==> config.mk <==
export PLATFORM = sky130hd
export DESIGN_NAME = id_ex_stage_flat
export DESIGN_NICKNAME = d
export VERILOG_FILES = /design/src/rtl/riscv_pkg.sv /design/src/rtl/id_ex_stage_if.sv /design/src/rtl/id_ex_stage_control_unit.sv /design/src/rtl/id_ex_stage.sv /design/src/flat_wrapper.sv
export SDC_FILE = /design/constraint.sdc
export NUM_CORES = 1
export LEC_CHECK = 0
export ABC_CLOCK_PERIOD_IN_PS = 2400
export CAP_MARGIN = 20
export CORE_AREA = 2 2 142 144
export CTS_CLUSTER_DIAMETER = 40
export DETAILED_ROUTE_END_ITERATION = 12
export DIE_AREA = 0 0 144 146
export HOLD_SLACK_MARGIN = 0.08
export PLACE_DENSITY = 0.86
export SLEW_MARGIN = 25
export SYNTH_ARGS = -nofsm -noshare
export SYNTH_HDL_FRONTEND = slang
export SYNTH_SLANG_ARGS = --single-unit
==> constraint.sdc <==
create_clock -name clk -period 2.4 [get_ports clk]
set_input_delay 0.48 -clock clk [delete_from_list [all_inputs] [get_ports clk]]
set_output_delay 0.48 -clock clk [all_outputs]
set_load 0.1 [all_outputs]
==> src/rtl/riscv_pkg.sv <==
// Shared RISC-V pipeline definitions: opcodes, ALUop encodings and the
// control word carried from decode into the ID/EX register.
package riscv_pkg;

    localparam logic [6:0] OPC_RTYPE  = 7'b0110011;
    localparam logic [6:0] OPC_ITYPE  = 7'b0010011;
    localparam logic [6:0] OPC_LOAD   = 7'b0000011;
    localparam logic [6:0] OPC_STORE  = 7'b0100011;
    localparam logic [6:0] OPC_BRANCH = 7'b1100011;

    localparam logic [1:0] ALUOP_ADD    = 2'b00;
    localparam logic [1:0] ALUOP_BRANCH = 2'b01;
    localparam logic [1:0] ALUOP_FUNCT  = 2'b10;

    typedef struct packed {
        logic       regWrite;
        logic       memToReg;
        logic       memRead;
        logic       memWrite;
        logic       aluSrc;
        logic       branch;
        logic [1:0] aluOp;
        logic       illegal;
    } ctrl_t;

endpackage

==> src/rtl/id_ex_stage_if.sv <==
// ID-side inputs and EX-side registered outputs of the ID/EX boundary.
// The master drives decoded ID fields; the slave (the stage) drives EX.
interface id_ex_stage_if #(
    parameter int XLEN  = 32,
    parameter int CNT_W = 16
);
    logic [XLEN-1:0]  PC_ID, IMM_ID, REG_DATA1_ID, REG_DATA2_ID;
    logic [2:0]       FUNCT3_ID;
    logic [6:0]       FUNCT7_ID, OPCODE_ID;
    logic [4:0]       RD_ID, RS1_ID, RS2_ID;
    logic             PCSrc;

    logic             PC_write, IF_ID_write, IF_ID_flush;
    logic [XLEN-1:0]  PC_EX, IMM_EX, REG_DATA1_EX, REG_DATA2_EX;
    logic [2:0]       FUNCT3_EX;
    logic [6:0]       FUNCT7_EX;
    logic [4:0]       RD_EX, RS1_EX, RS2_EX;
    logic             RegWrite_EX, MemtoReg_EX, MemRead_EX, MemWrite_EX;
    logic             ALUSrc_EX, Branch_EX, ILLEGAL_EX;
    logic [1:0]       ALUop_EX;
    logic [CNT_W-1:0] STALL_COUNT, FLUSH_COUNT;

    modport master (
        output PC_ID, IMM_ID, REG_DATA1_ID, REG_DATA2_ID, FUNCT3_ID, FUNCT7_ID,
               OPCODE_ID, RD_ID, RS1_ID, RS2_ID, PCSrc,
        input  PC_write, IF_ID_write, IF_ID_flush, PC_EX, IMM_EX, REG_DATA1_EX,
               REG_DATA2_EX, FUNCT3_EX, FUNCT7_EX, RD_EX, RS1_EX, RS2_EX,
               RegWrite_EX, MemtoReg_EX, MemRead_EX, MemWrite_EX, ALUSrc_EX,
               Branch_EX, ILLEGAL_EX, ALUop_EX, STALL_COUNT, FLUSH_COUNT
    );

    modport slave (
        input  PC_ID, IMM_ID, REG_DATA1_ID, REG_DATA2_ID, FUNCT3_ID, FUNCT7_ID,
               OPCODE_ID, RD_ID, RS1_ID, RS2_ID, PCSrc,
        output PC_write, IF_ID_write, IF_ID_flush, PC_EX, IMM_EX, REG_DATA1_EX,
               REG_DATA2_EX, FUNCT3_EX, FUNCT7_EX, RD_EX, RS1_EX, RS2_EX,
               RegWrite_EX, MemtoReg_EX, MemRead_EX, MemWrite_EX, ALUSrc_EX,
               Branch_EX, ILLEGAL_EX, ALUop_EX, STALL_COUNT, FLUSH_COUNT
    );

endinterface

==> src/rtl/id_ex_stage_control_unit.sv <==
// Purely combinational main decoder: opcode to control word, plus which
// source registers the instruction actually reads.
module control_unit
    import riscv_pkg::*;
(
    input  logic [6:0] opcode_i,
    output ctrl_t      ctrl_o,
    output logic       usesRs1_o,
    output logic       usesRs2_o
);

    always_comb begin
        ctrl_o    = '0;
        usesRs1_o = 1'b0;
        usesRs2_o = 1'b0;
        case (opcode_i)
            OPC_RTYPE: begin
                ctrl_o.regWrite = 1'b1;
                ctrl_o.aluOp    = ALUOP_FUNCT;
                usesRs1_o       = 1'b1;
                usesRs2_o       = 1'b1;
            end
            OPC_ITYPE: begin
                ctrl_o.regWrite = 1'b1;
                ctrl_o.aluSrc   = 1'b1;
                ctrl_o.aluOp    = ALUOP_FUNCT;
                usesRs1_o       = 1'b1;
            end
            OPC_LOAD: begin
                ctrl_o.regWrite = 1'b1;
                ctrl_o.memToReg = 1'b1;
                ctrl_o.memRead  = 1'b1;
                ctrl_o.aluSrc   = 1'b1;
                ctrl_o.aluOp    = ALUOP_ADD;
                usesRs1_o       = 1'b1;
            end
            OPC_STORE: begin
                ctrl_o.memWrite = 1'b1;
                ctrl_o.aluSrc   = 1'b1;
                ctrl_o.aluOp    = ALUOP_ADD;
                usesRs1_o       = 1'b1;
                usesRs2_o       = 1'b1;
            end
            OPC_BRANCH: begin
                ctrl_o.branch = 1'b1;
                ctrl_o.aluOp  = ALUOP_BRANCH;
                usesRs1_o     = 1'b1;
                usesRs2_o     = 1'b1;
            end
            default: ctrl_o.illegal = 1'b1;
        endcase
    end

endmodule

==> src/rtl/id_ex_stage.sv <==
// ID/EX pipeline boundary: decode, load-use hazard detection, bubble
// injection on stall or branch flush, and saturating debug counters.
module id_ex_stage
    import riscv_pkg::*;
#(
    parameter int XLEN  = 32,
    parameter int CNT_W = 16
) (
    input logic           clk,
    input logic           reset,
    id_ex_stage_if.slave  bus
);

    typedef struct packed {
        logic [XLEN-1:0] pc;
        logic [XLEN-1:0] imm;
        logic [XLEN-1:0] rd1;
        logic [XLEN-1:0] rd2;
        logic [2:0]      funct3;
        logic [6:0]      funct7;
        logic [4:0]      rd;
        logic [4:0]      rs1;
        logic [4:0]      rs2;
        ctrl_t           ctrl;
    } ex_t;

    ctrl_t            ctrl;
    logic             usesRs1, usesRs2;
    logic             loadUse;
    ex_t              exD, exQ;
    logic [CNT_W-1:0] stallCntD, stallCntQ, flushCntD, flushCntQ;

    control_unit u_control_unit (
        .opcode_i  (bus.OPCODE_ID),
        .ctrl_o    (ctrl),
        .usesRs1_o (usesRs1),
        .usesRs2_o (usesRs2)
    );

    // x0 is never a real producer, so a load into x0 cannot create a hazard.
    assign loadUse = exQ.ctrl.memRead && (exQ.rd != 5'd0) &&
                     ((usesRs1 && (exQ.rd == bus.RS1_ID)) ||
                      (usesRs2 && (exQ.rd == bus.RS2_ID)));

    assign bus.PC_write    = bus.PCSrc || !loadUse;
    assign bus.IF_ID_write = bus.PCSrc || !loadUse;
    assign bus.IF_ID_flush = bus.PCSrc;

    // A taken branch outranks a stall; both load an all-zero bubble.
    always_comb begin
        exD       = '0;
        stallCntD = stallCntQ;
        flushCntD = flushCntQ;
        if (bus.PCSrc) begin
            if (!(&flushCntQ)) flushCntD = flushCntQ + 1'b1;
        end else if (loadUse) begin
            if (!(&stallCntQ)) stallCntD = stallCntQ + 1'b1;
        end else begin
            exD.pc     = bus.PC_ID;
            exD.imm    = bus.IMM_ID;
            exD.rd1    = bus.REG_DATA1_ID;
            exD.rd2    = bus.REG_DATA2_ID;
            exD.funct3 = bus.FUNCT3_ID;
            exD.funct7 = bus.FUNCT7_ID;
            exD.rd     = bus.RD_ID;
            exD.rs1    = bus.RS1_ID;
            exD.rs2    = bus.RS2_ID;
            exD.ctrl   = ctrl;
        end
    end

    always_ff @(posedge clk or negedge reset) begin
        if (!reset) begin
            exQ       <= '0;
            stallCntQ <= '0;
            flushCntQ <= '0;
        end else begin
            exQ       <= exD;
            stallCntQ <= stallCntD;
            flushCntQ <= flushCntD;
        end
    end

    assign bus.PC_EX        = exQ.pc;
    assign bus.IMM_EX       = exQ.imm;
    assign bus.REG_DATA1_EX = exQ.rd1;
    assign bus.REG_DATA2_EX = exQ.rd2;
    assign bus.FUNCT3_EX    = exQ.funct3;
    assign bus.FUNCT7_EX    = exQ.funct7;
    assign bus.RD_EX        = exQ.rd;
    assign bus.RS1_EX       = exQ.rs1;
    assign bus.RS2_EX       = exQ.rs2;
    assign bus.RegWrite_EX  = exQ.ctrl.regWrite;
    assign bus.MemtoReg_EX  = exQ.ctrl.memToReg;
    assign bus.MemRead_EX   = exQ.ctrl.memRead;
    assign bus.MemWrite_EX  = exQ.ctrl.memWrite;
    assign bus.ALUSrc_EX    = exQ.ctrl.aluSrc;
    assign bus.Branch_EX    = exQ.ctrl.branch;
    assign bus.ALUop_EX     = exQ.ctrl.aluOp;
    assign bus.ILLEGAL_EX   = exQ.ctrl.illegal;
    assign bus.STALL_COUNT  = stallCntQ;
    assign bus.FLUSH_COUNT  = flushCntQ;

endmodule
==> src/flat_wrapper.sv <==
// flat-port wrapper written by rule: the top's interface ports become plain ports
module id_ex_stage_flat import riscv_pkg::*;
#(
    parameter int XLEN  = 32,
    parameter int CNT_W = 16
)
  (clk, reset, bus_PC_ID, bus_IMM_ID, bus_REG_DATA1_ID, bus_REG_DATA2_ID, bus_FUNCT3_ID, bus_FUNCT7_ID, bus_OPCODE_ID, bus_RD_ID, bus_RS1_ID, bus_RS2_ID, bus_PCSrc, bus_PC_write, bus_IF_ID_write, bus_IF_ID_flush, bus_PC_EX, bus_IMM_EX, bus_REG_DATA1_EX, bus_REG_DATA2_EX, bus_FUNCT3_EX, bus_FUNCT7_EX, bus_RD_EX, bus_RS1_EX, bus_RS2_EX, bus_RegWrite_EX, bus_MemtoReg_EX, bus_MemRead_EX, bus_MemWrite_EX, bus_ALUSrc_EX, bus_Branch_EX, bus_ILLEGAL_EX, bus_ALUop_EX, bus_STALL_COUNT, bus_FLUSH_COUNT);
  id_ex_stage_if #(.XLEN(XLEN), .CNT_W(CNT_W)) bus_i ();
  input logic clk;
  input logic reset;
  input wire logic [$bits(bus_i.PC_ID)-1:0] bus_PC_ID;
  input wire logic [$bits(bus_i.IMM_ID)-1:0] bus_IMM_ID;
  input wire logic [$bits(bus_i.REG_DATA1_ID)-1:0] bus_REG_DATA1_ID;
  input wire logic [$bits(bus_i.REG_DATA2_ID)-1:0] bus_REG_DATA2_ID;
  input wire logic [$bits(bus_i.FUNCT3_ID)-1:0] bus_FUNCT3_ID;
  input wire logic [$bits(bus_i.FUNCT7_ID)-1:0] bus_FUNCT7_ID;
  input wire logic [$bits(bus_i.OPCODE_ID)-1:0] bus_OPCODE_ID;
  input wire logic [$bits(bus_i.RD_ID)-1:0] bus_RD_ID;
  input wire logic [$bits(bus_i.RS1_ID)-1:0] bus_RS1_ID;
  input wire logic [$bits(bus_i.RS2_ID)-1:0] bus_RS2_ID;
  input wire logic [$bits(bus_i.PCSrc)-1:0] bus_PCSrc;
  output wire logic [$bits(bus_i.PC_write)-1:0] bus_PC_write;
  output wire logic [$bits(bus_i.IF_ID_write)-1:0] bus_IF_ID_write;
  output wire logic [$bits(bus_i.IF_ID_flush)-1:0] bus_IF_ID_flush;
  output wire logic [$bits(bus_i.PC_EX)-1:0] bus_PC_EX;
  output wire logic [$bits(bus_i.IMM_EX)-1:0] bus_IMM_EX;
  output wire logic [$bits(bus_i.REG_DATA1_EX)-1:0] bus_REG_DATA1_EX;
  output wire logic [$bits(bus_i.REG_DATA2_EX)-1:0] bus_REG_DATA2_EX;
  output wire logic [$bits(bus_i.FUNCT3_EX)-1:0] bus_FUNCT3_EX;
  output wire logic [$bits(bus_i.FUNCT7_EX)-1:0] bus_FUNCT7_EX;
  output wire logic [$bits(bus_i.RD_EX)-1:0] bus_RD_EX;
  output wire logic [$bits(bus_i.RS1_EX)-1:0] bus_RS1_EX;
  output wire logic [$bits(bus_i.RS2_EX)-1:0] bus_RS2_EX;
  output wire logic [$bits(bus_i.RegWrite_EX)-1:0] bus_RegWrite_EX;
  output wire logic [$bits(bus_i.MemtoReg_EX)-1:0] bus_MemtoReg_EX;
  output wire logic [$bits(bus_i.MemRead_EX)-1:0] bus_MemRead_EX;
  output wire logic [$bits(bus_i.MemWrite_EX)-1:0] bus_MemWrite_EX;
  output wire logic [$bits(bus_i.ALUSrc_EX)-1:0] bus_ALUSrc_EX;
  output wire logic [$bits(bus_i.Branch_EX)-1:0] bus_Branch_EX;
  output wire logic [$bits(bus_i.ILLEGAL_EX)-1:0] bus_ILLEGAL_EX;
  output wire logic [$bits(bus_i.ALUop_EX)-1:0] bus_ALUop_EX;
  output wire logic [$bits(bus_i.STALL_COUNT)-1:0] bus_STALL_COUNT;
  output wire logic [$bits(bus_i.FLUSH_COUNT)-1:0] bus_FLUSH_COUNT;
  assign bus_i.PC_ID = bus_PC_ID;
  assign bus_i.IMM_ID = bus_IMM_ID;
  assign bus_i.REG_DATA1_ID = bus_REG_DATA1_ID;
  assign bus_i.REG_DATA2_ID = bus_REG_DATA2_ID;
  assign bus_i.FUNCT3_ID = bus_FUNCT3_ID;
  assign bus_i.FUNCT7_ID = bus_FUNCT7_ID;
  assign bus_i.OPCODE_ID = bus_OPCODE_ID;
  assign bus_i.RD_ID = bus_RD_ID;
  assign bus_i.RS1_ID = bus_RS1_ID;
  assign bus_i.RS2_ID = bus_RS2_ID;
  assign bus_i.PCSrc = bus_PCSrc;
  assign bus_PC_write = bus_i.PC_write;
  assign bus_IF_ID_write = bus_i.IF_ID_write;
  assign bus_IF_ID_flush = bus_i.IF_ID_flush;
  assign bus_PC_EX = bus_i.PC_EX;
  assign bus_IMM_EX = bus_i.IMM_EX;
  assign bus_REG_DATA1_EX = bus_i.REG_DATA1_EX;
  assign bus_REG_DATA2_EX = bus_i.REG_DATA2_EX;
  assign bus_FUNCT3_EX = bus_i.FUNCT3_EX;
  assign bus_FUNCT7_EX = bus_i.FUNCT7_EX;
  assign bus_RD_EX = bus_i.RD_EX;
  assign bus_RS1_EX = bus_i.RS1_EX;
  assign bus_RS2_EX = bus_i.RS2_EX;
  assign bus_RegWrite_EX = bus_i.RegWrite_EX;
  assign bus_MemtoReg_EX = bus_i.MemtoReg_EX;
  assign bus_MemRead_EX = bus_i.MemRead_EX;
  assign bus_MemWrite_EX = bus_i.MemWrite_EX;
  assign bus_ALUSrc_EX = bus_i.ALUSrc_EX;
  assign bus_Branch_EX = bus_i.Branch_EX;
  assign bus_ILLEGAL_EX = bus_i.ILLEGAL_EX;
  assign bus_ALUop_EX = bus_i.ALUop_EX;
  assign bus_STALL_COUNT = bus_i.STALL_COUNT;
  assign bus_FLUSH_COUNT = bus_i.FLUSH_COUNT;
  id_ex_stage #(.XLEN(XLEN), .CNT_W(CNT_W)) u_core (.clk(clk), .reset(reset), .bus(bus_i));
endmodule
==> run_results.csv <==
group,metric,value,unit
run_status,status,"complete, but fails checks",
run_status,violations,"negative setup slack",
logic_synthesis,synth.largest_area_cell,"dfrtp_1",
power,design_power_total,8.97,mW
logic_synthesis,netlist_area,0.00721,mm^2
route,drt-met1-wl,7330,um
worst_hold_path,hold_path.class,"input pin to flip-flop",
timing,timing.final.crit_share,1.02,
timing,rsz0062_at_grt,"yes",
floorplanning,initial_utilization,0.373,
route,routed-wl-met3,1980,um
route,dr.pass1.iters,6,
timing,worstMarginPinSlew,781,ps
logic_synthesis,avgSynthCellArea,13.9,um^2
floorplanning,die_w,144,um
logic_synthesis,yosysWarningCount,0,
timing,fin_ws,-41.1,ps
grt,grt_pass1_wl,30600,um
clock_network,cts_buffers,17,
timing,fmax,0.410,GHz
grt,antenna_found_initial,3,
placed_design,numPortBuffers,359,
grt,grt_max_degree,63,
power,switching_power,3.23,mW
power,worst_ir_drop_vdd,0.000443,V
power,switching_share,0.361,
logic_synthesis,yosys.area.top_type_share,0.670,
floorplanning,fp.dieH,146,um
logic_synthesis,netlist_top_cells_count,"dfrtp_1 (193), and2_1 (83), and2_4 (70)",
floorplanning,core_area,0.0193,mm^2
clock_network,cts_buffer_depth,2,
route,drc_errors,0,
layout,finalNetCount,1074,
timing,hold_violations,0,
setup_path,r2r-start,"u_core.bus.RD_EX[0]",
logic_synthesis,synthTopCellsByArea,"dfrtp_1 (67%), and2_4 (8.5%), and2_1 (7.2%)",
logic_synthesis,synthCells,520,
logic_synthesis,synth_edf_count,0,
grt,grt_pass1_vias,5562,
layout,area_growth,60.0,%
power,power-per-cell-area,777,mW/mm^2
setup_path,cp_max_fo,4,
power,p_comb_frac,0.276,
layout,stdcell_count,1189,
timing,worst_clock_skew,13.4,ps
logic_synthesis,ys_types,39,
logic_synthesis,synth_nets,685,
clock_network,cts.sink_count,193,
grt,grt_overflow,0,
layout,final_cell_area,0.0115,mm^2
logic_synthesis,ys_seq_area_frac,0.670,
setup_path,worstSetupStartpointType,"flip-flop",
route,drtAntennaViolNets,0,
clock_network,path_clk_slew,70,ps
timing,slew-limit-headroom,0.474,
route,highest_layer,"met5",
setup_path,critical_path_class,"flip-flop to output port",
floorplanning,std_cell_rows,51,
floorplanning,ios,360,
route,drt_wl_total,20200,um
logic_synthesis,synthArstFlopShare,1.00,
run,max_cap_viol_count,0,
timing,timing.final.crit_period,2440,ps
placed_design,dp_cells,1150,
setup_path,arrival,1960,ps
logic_synthesis,synthFlopType,"dfrtp_1",
power,seqPwrFrac,0.398,
clock_network,clk_latency,420,ps
power,leakage,5.64,nW
clock_network,cts_tree,"yes",
power,clkPwrFrac,0.326,
route,drt-wirelength-per-cell,17.0,um
route,drt-initial-drc-count,234,
logic_synthesis,synth_most_common_cell,"dfrtp_1",
placed_design,postPlaceCellArea,0.0108,mm^2
worst_hold_path,min-delay-start,"bus_RS1_ID[2]",
route,vias,5264,
route,wl_met2,10500,um
setup_path,crit_start,"u_core.bus.RD_EX[0]",
layout,drive_gt1_frac,0.394,
power,p_int,5.74,mW
timing,setup_viol,2,
placed_design,hpwlAfterDp,15500,um
route,avgViaCountPerCell,4.43,
grt,gr-usage-all-layers,0.193,
clock_network,cts_htree_levels,4,
setup_path,crit_path_end_kind,"output port",
clock_network,cts_root_buf,"clkbuf_16",
layout,fin_util,0.597,
setup_path,cp.required,1920,ps
timing,maxSlewViolCount,0,
floorplanning,die-area,0.0210,mm^2
placed_design,place.gp.congestion,0.804,
logic_synthesis,ys_seq_elements,193,
-- through the flow --
step | hold slack, ps | setup TNS [ps] | worst slack [ps]
4_1_cts | 436 | -251 | -126
2_1_floorplan | 184 | -34.0 | -34.0
3_3_place_gp | 482 | -16280 | -243
5_1_grt | 386 | -228 | -108
3_5_place_dp | 483 | -29280 | -282
6_report | 366 | -82.0 | -41.1
-- sequential cells by signal, summed over array words and instances, names as in the netlist, 2 cells and up --
register / flops
u_core.bus.RS2_EX: 5
u_core.bus.REG_DATA2_EX: 32
u_core.bus.FUNCT7_EX: 7
u_core.bus.REG_DATA1_EX: 32
u_core.bus.RS1_EX: 5
u_core.bus.IMM_EX: 32
u_core.bus.STALL_COUNT: 16
u_core.bus.RD_EX: 5
u_core.bus.PC_EX: 32
u_core.bus.FUNCT3_EX: 3
u_core.bus.ALUop_EX: 2
u_core.bus.FLUSH_COUNT: 16
-- layer usage --
layer / track usage / up-vias
met5: 0 / -
met4: 0.0627 / 2
met3: 0.0727 / 33
met2: 0.339 / 257
met1: 0.214 / 2535
li1: - / 2437
-- power by group through the flow --
stage / logic (mW) / clock network, mW / registers (mW)
after detailed placement: 2.48 / 0 / 3.63
final: 2.48 / 2.92 / 3.57
after CTS: 2.49 / 3.00 / 3.57
after floorplan: 0.313 / 0 / 5.00
after global routing: 2.57 / 3.16 / 3.59
after global placement: 2.45 / 0 / 3.62
-- cells by family (layout without fill, tap and decap cells) --
group / count (synthesis) / after routing / share of synthesized area
compound gates: 11 / 11 / 0.0137
xor+xnor: 38 / 38 / 0.0461
fa+ha+maj: 2 / 2 / 0.00347
buf+inv: 28 / 430 / 0.0368
flops: 193 / 193 / 0.670
mux: 3 / 3 / 0.00468
other cells: 0 / 2 / 0
simple gates: 245 / 245 / 0.226
-- cell type report --
type | instances | area, um^2
inverters | 4 | 15.0
fillers | 1526 | 7790
multi-input cells | 299 | 2210
flip-flops and latches | 193 | 4850
clock buffers | 18 | 429
clock inverters | 14 | 190
diodes | 2 | 5.00
repair buffers | 394 | 3510
well taps | 265 | 332
-- timing repair --
item,4_1_cts,5_1_grt
pin swaps,5,11
hold endpoints to repair,51,0
hold buffers,1,0
gates resized for setup,12,16
setup buffers,2,2
endpoints found under the setup margin,2,2
-- cells in the final DEF (no fill, tap or decap), types with 8 or more instances in the layout --
cell / n
buf_4: 220
dfrtp_1: 181
clkdlybuf4s50_1: 147
and2_1: 83
and2_4: 70
xnor2_1: 21
nor2_1: 20
nand3_1: 20
clkbuf_16: 17
xor2_1: 13
nand2_1: 12
dfrtp_2: 11
buf_12: 10
dlymetal6s2s_1: 8
-- final timing paths --
kind / depth (start not counted) / slack (ps) / end
max in group asynchronous: 3 / 1090 / u_core.bus.REG_DATA2_EX[18]
worst max-delay path: 5 / -40 / bus_PC_write
worst min register to register: 1 / 490 / u_core.bus.STALL_COUNT[10]
worst max register to register: 6 / 30 / u_core.bus.ALUSrc_EX
min in group asynchronous: 2 / 590 / u_core.bus.FLUSH_COUNT[13]
worst min-delay path: 2 / 370 / u_core.bus.RS1_EX[2]
-- worst max-delay path, cell delays in order, from the launching register on --
cell	delay [ps]
dfrtp_4	530
xor2_1	220
nor3_4	150
nand2_1	90
a211o_4	370
buf_12	170
Note: power is estimated with default switching activity, not from simulation.
